$ cat src/rtl/tick_period_checker_pkg.sv
// -----------------------------------------------------------------------------
// tick_period_checker_pkg
// Shared timing constants for the periodic tick generator/checker pair, plus
// the interval classification type and small helper functions used by the
// checker.
//   TPC_CNT_W          default interval counter / period width
//   TPC_EXP_PERIOD     shared 500 ms period at the system clock rate
//   tpc_win_e          classification of a measured interval
//   tpc_sat_inc8()     8-bit saturating increment
// -----------------------------------------------------------------------------
package tick_period_checker_pkg;

  localparam int unsigned TPC_CNT_W      = 25;
  localparam logic [24:0] TPC_EXP_PERIOD = 25'd25_000_000;
  localparam logic [24:0] TPC_TOL        = 25'd1_000;
  localparam logic [3:0]  TPC_LOCK_CNT   = 4'd3;

  // Where a measured interval P falls relative to the acceptance window.
  typedef enum logic [1:0] {
    TPC_WIN_EARLY = 2'd0,  // P below EXP_PERIOD-TOL
    TPC_WIN_GOOD  = 2'd1,  // inside the window, both ends inclusive
    TPC_WIN_OVER  = 2'd2   // above EXP_PERIOD+TOL (only reachable on a fault)
  } tpc_win_e;

  // Saturating 8-bit increment for event counters.
  function automatic logic [7:0] tpc_sat_inc8(input logic [7:0] v);
    logic [7:0] r;
    if (v == 8'hFF) begin
      r = v;
    end else begin
      r = v + 8'd1;
    end
    return r;
  endfunction

endpackage

$ cat src/rtl/tick_interval_cnt.sv
// -----------------------------------------------------------------------------
// tick_interval_cnt
// Counts clock cycles since the last clear. Synchronous clear has priority;
// otherwise increments by one per cycle and holds at all-ones.
// Ports:
//   sys_clk    in   clock
//   sys_rst_n  in   asynchronous active-low reset
//   clr        in   synchronous clear (one accepted tick)
//   cnt        out  CNT_W  current count
// -----------------------------------------------------------------------------
module tick_interval_cnt
  import tick_period_checker_pkg::*;
#(
  parameter int unsigned CNT_W = TPC_CNT_W
) (
  input  logic             sys_clk,
  input  logic             sys_rst_n,
  input  logic             clr,
  output logic [CNT_W-1:0] cnt
);

  logic [CNT_W-1:0] cnt_r;

  // Saturating up-counter with synchronous clear.
  always_ff @(posedge sys_clk or negedge sys_rst_n) begin
    if (!sys_rst_n) begin
      cnt_r <= {CNT_W{1'b0}};
    end else if (clr) begin
      cnt_r <= {CNT_W{1'b0}};
    end else if (cnt_r != {CNT_W{1'b1}}) begin
      cnt_r <= cnt_r + {{(CNT_W-1){1'b0}}, 1'b1};
    end else begin
      cnt_r <= cnt_r;
    end
  end

  assign cnt = cnt_r;

endmodule

$ cat config.mk
export PLATFORM = sky130hd
export DESIGN_NAME = tick_interval_cnt
export DESIGN_NICKNAME = d
export VERILOG_FILES = /design/src/rtl/tick_period_checker_pkg.sv /design/src/rtl/tick_interval_cnt.sv
export SDC_FILE = /design/constraint.sdc
export NUM_CORES = 1
export LEC_CHECK = 0
export CORE_ASPECT_RATIO = 0.6
export CORE_MARGIN = 1.5
export CORE_UTILIZATION = 40
export CTS_CLUSTER_DIAMETER = 200
export DETAILED_ROUTE_END_ITERATION = 12
export PLACE_DENSITY = 0.66
export SYNTH_ARGS = -nofsm -noshare
export SYNTH_HDL_FRONTEND = slang
export SYNTH_SLANG_ARGS = --single-unit
$ cat constraint.sdc
create_clock -name sys_clk -period 2.25 [get_ports sys_clk]
set_clock_uncertainty 0.1 [all_clocks]
set_input_delay 0.225 -clock sys_clk [delete_from_list [all_inputs] [get_ports sys_clk]]
set_output_delay 0.225 -clock sys_clk [all_outputs]
set_load 0.01 [all_outputs]
==> results.yml <==
global_routing:
  grt_pass1_wl_um: 7162
  antenna_found_initial: 0
  grt_pass1_vias: 1411
  grt_usage: 0.2202
  grt_overflow: 0
  grt_max_degree: 40
clock_tree:
  cts_root_buffer: "clkbuf_8"
  post_cts_buffers: 0
  htreeDepth: 1
  clk_pin_slew_ps: 90
  clk_path_buf_depth: 2
  cts_sinks: 25
  cts_hold_buf: 0
  insertion_delay_ps: 280
  cts_tree: "built"
  numCtsBuffers: 3
floorplan:
  pin_count: 28
  die_x_um: 82.92
  rows: 17
  core-area_um2: 3659
  die_y_um: 50.95
  initial_core_util: 0.4189
  dieArea_um2: 4225
setup_path:
  crit_path_start_kind: "flop"
  regToRegStartpoint: "cnt[13]"
  crit_type: "flop to flop"
  endpoint_kind: "flop"
  worstPathMaxFanout: 9
  timing.critical_path.required_ps: 2310
  worstPathArrival_ps: 2180
  reg2reg_slack_ps: 140
  r2r_end: "cnt[10]"
  r2r_cells: 4
sta:
  slew_headroom: 0.6727
  hold_viol_final: 0
  worst_pin_slew_ps: 478.6
  rsz0062_at_grt: "false"
  max_freq_ghz: 0.4729
  finalCritPeriodShare: 0.9399
  setup_violations: 0
  tns_ps: 0
  slew_violations: 0
  fin_crit_ps: 2115
cells_and_area:
  layout.nets: 208
  areaGrowthSynthToFinish_pct: 33.63
  layout_common_cells: "27 x clkdlybuf4s50_1, 23 x dfrtp_1, 19 x buf_4"
  diodes: 0
  drive_gt1_frac: 0.2266
  fillerInstances: 316
  largest_reg_flops: 25
  utilization: 0.5599
  stdcell_count: 250
  final_common_cell: "clkdlybuf4s50_1"
  design_area_um2: 2048
yosys:
  avgSynthCellArea_um2: 9.520
  synth_warnings: 0
  yosysUniqueCellTypes: 36
  synthCells: 161
  synth_top_area_share: 0.4082
  ys_ff_latch: 25
  ys_seq_area_frac: 0.4082
  syn_nets: 165
  synth_area_leaders: "dfrtp_1 41%, mux2_2 8.1%, nor2b_1 5.3%, nor2_1 3.9%, a21oi_1 3.6%"
  yosysTopAreaCell: "dfrtp_1"
  syn_area_um2: 1533
route:
  ant_nets: 0
  drt-initial-drc-count: 136
  post-route-drc-count: 0
  via_count: 1449
  drt-total-wl_um: 4165
  avgRoutedWirePerCell_um: 16.66
  first_pass_iters: 4
  post_drt_via_cell_ratio: 5.796
placement:
  dp_hpwl_um: 2980
  io_buffers: 27
  postPlaceCellArea_um2: 1973
  gp_congestion: 0.9440
  dpl.cell_count: 246
power:
  power.total_uw: 794.7
  cellLeakagePower_uw: 0.0008721
  power.density_nw_per_um2: 388.0
  max-vdd-ir-drop_mv: 0.3026
run_status:
  status: "completed"
min_path:
  hp-class: "input pin to async pin"
flow_run:
  maxCapViolations: 0
report_power, final:
group	internal, uW	total, uW	switching (uW)
registers	453	457	3.78
clock network	127	280	153
logic	24.6	57.8	33.2
total	605	795	190
through the flow:
stage | worst slack, ps | hold slack (ps)
3_3_place_gp | 41.73 | 457.8
3_5_place_dp | 29.59 | 467.8
2_1_floorplan | 59.33 | -170.6
6_report | 135.2 | 208.0
4_1_cts | 31.14 | 212.9
5_1_grt | 10.63 | 226.3
per-layer routing:
| layer | routed length, um | vias up | GRT usage |
|---|---|---|---|
| met5 | 0 | - | 0 |
| met4 | 46 | 0 | 0.07778 |
| met3 | 294 | 4 | 0.05331 |
| met2 | 1791 | 49 | 0.3252 |
| met1 | 2032 | 700 | 0.3160 |
| li1 | - | 696 | - |
worst max path at each step:
stage          cells past startpoint  slack, ps    start  endpoint
2_1_floorplan                      6         60   cnt[0]   cnt[10]
3_3_place_gp                       6         40   cnt[5]    cnt[8]
3_5_place_dp                       6         30   cnt[5]    cnt[6]
4_1_cts                            5         30   cnt[0]   cnt[10]
5_1_grt                            4         10   cnt[8]   cnt[19]
6_report                           4        140  cnt[13]   cnt[10]
cells by family after synthesis:
| group | Yosys count | synth area share |
|---|---|---|
| multiplexers | 14 | 0.1029 |
| buffers and inverters | 12 | 0.03020 |
| AND/OR/NAND/NOR | 74 | 0.2882 |
| AO/OA/AOI/OAI | 35 | 0.1624 |
| flip-flops | 25 | 0.4082 |
| adder cells (fa/ha/maj) | 1 | 0.008162 |
timing repair:
action,4_1_cts,5_1_grt
cloned,0,0
resized for setup,1,6
hold endpoints to repair,0,0
setup endpoints to repair,1,7
pin swaps,0,0
layout make-up:
class                      count  area [um^2]  share of cell area
timing repair buffer          46        412.9              0.2016
inverter                       4        15.01            0.007330
clock buffer                   4        45.04             0.02199
sequential                    25        628.1              0.3067
multi-input combinational    124        888.4              0.4337
tap                           47        58.81             0.02871
critical path, cell delays in order (launching register included):
cell and delay (ps):
dfrtp_1 490, nand4_1 300, or4_4 550, o211a_1 240, mux2_1 320
synth_stat cells:
cell       count
or3_1          2
nand4_4        1
clkbuf_1       7
nor4_1         1
nand4_2        1
o21bai_1       1
nor4_2         2
nor3_1         3
o31ai_1        2
nor2_1        16
and3_1         4
a31oi_1        3
o211a_1        1
or4_4          1
o21ai_0        3
a21oi_1       11
ha_1           1
nand4_1        5
nand2_1        7
a41oi_1        1
a31o_2         1
nand3_1       10
mux2_2        11
a2111oi_0      2
dfrtp_1       25
or4_1          3
a21o_1         1
inv_1          4
and4_1         4
buf_2          1
a211oi_1       6
nor2b_1       13
and2_1         1
o21ba_2        1
a2111oi_2      2
mux2_1         3
No activity file was read; power rests on OpenSTA's default activity.
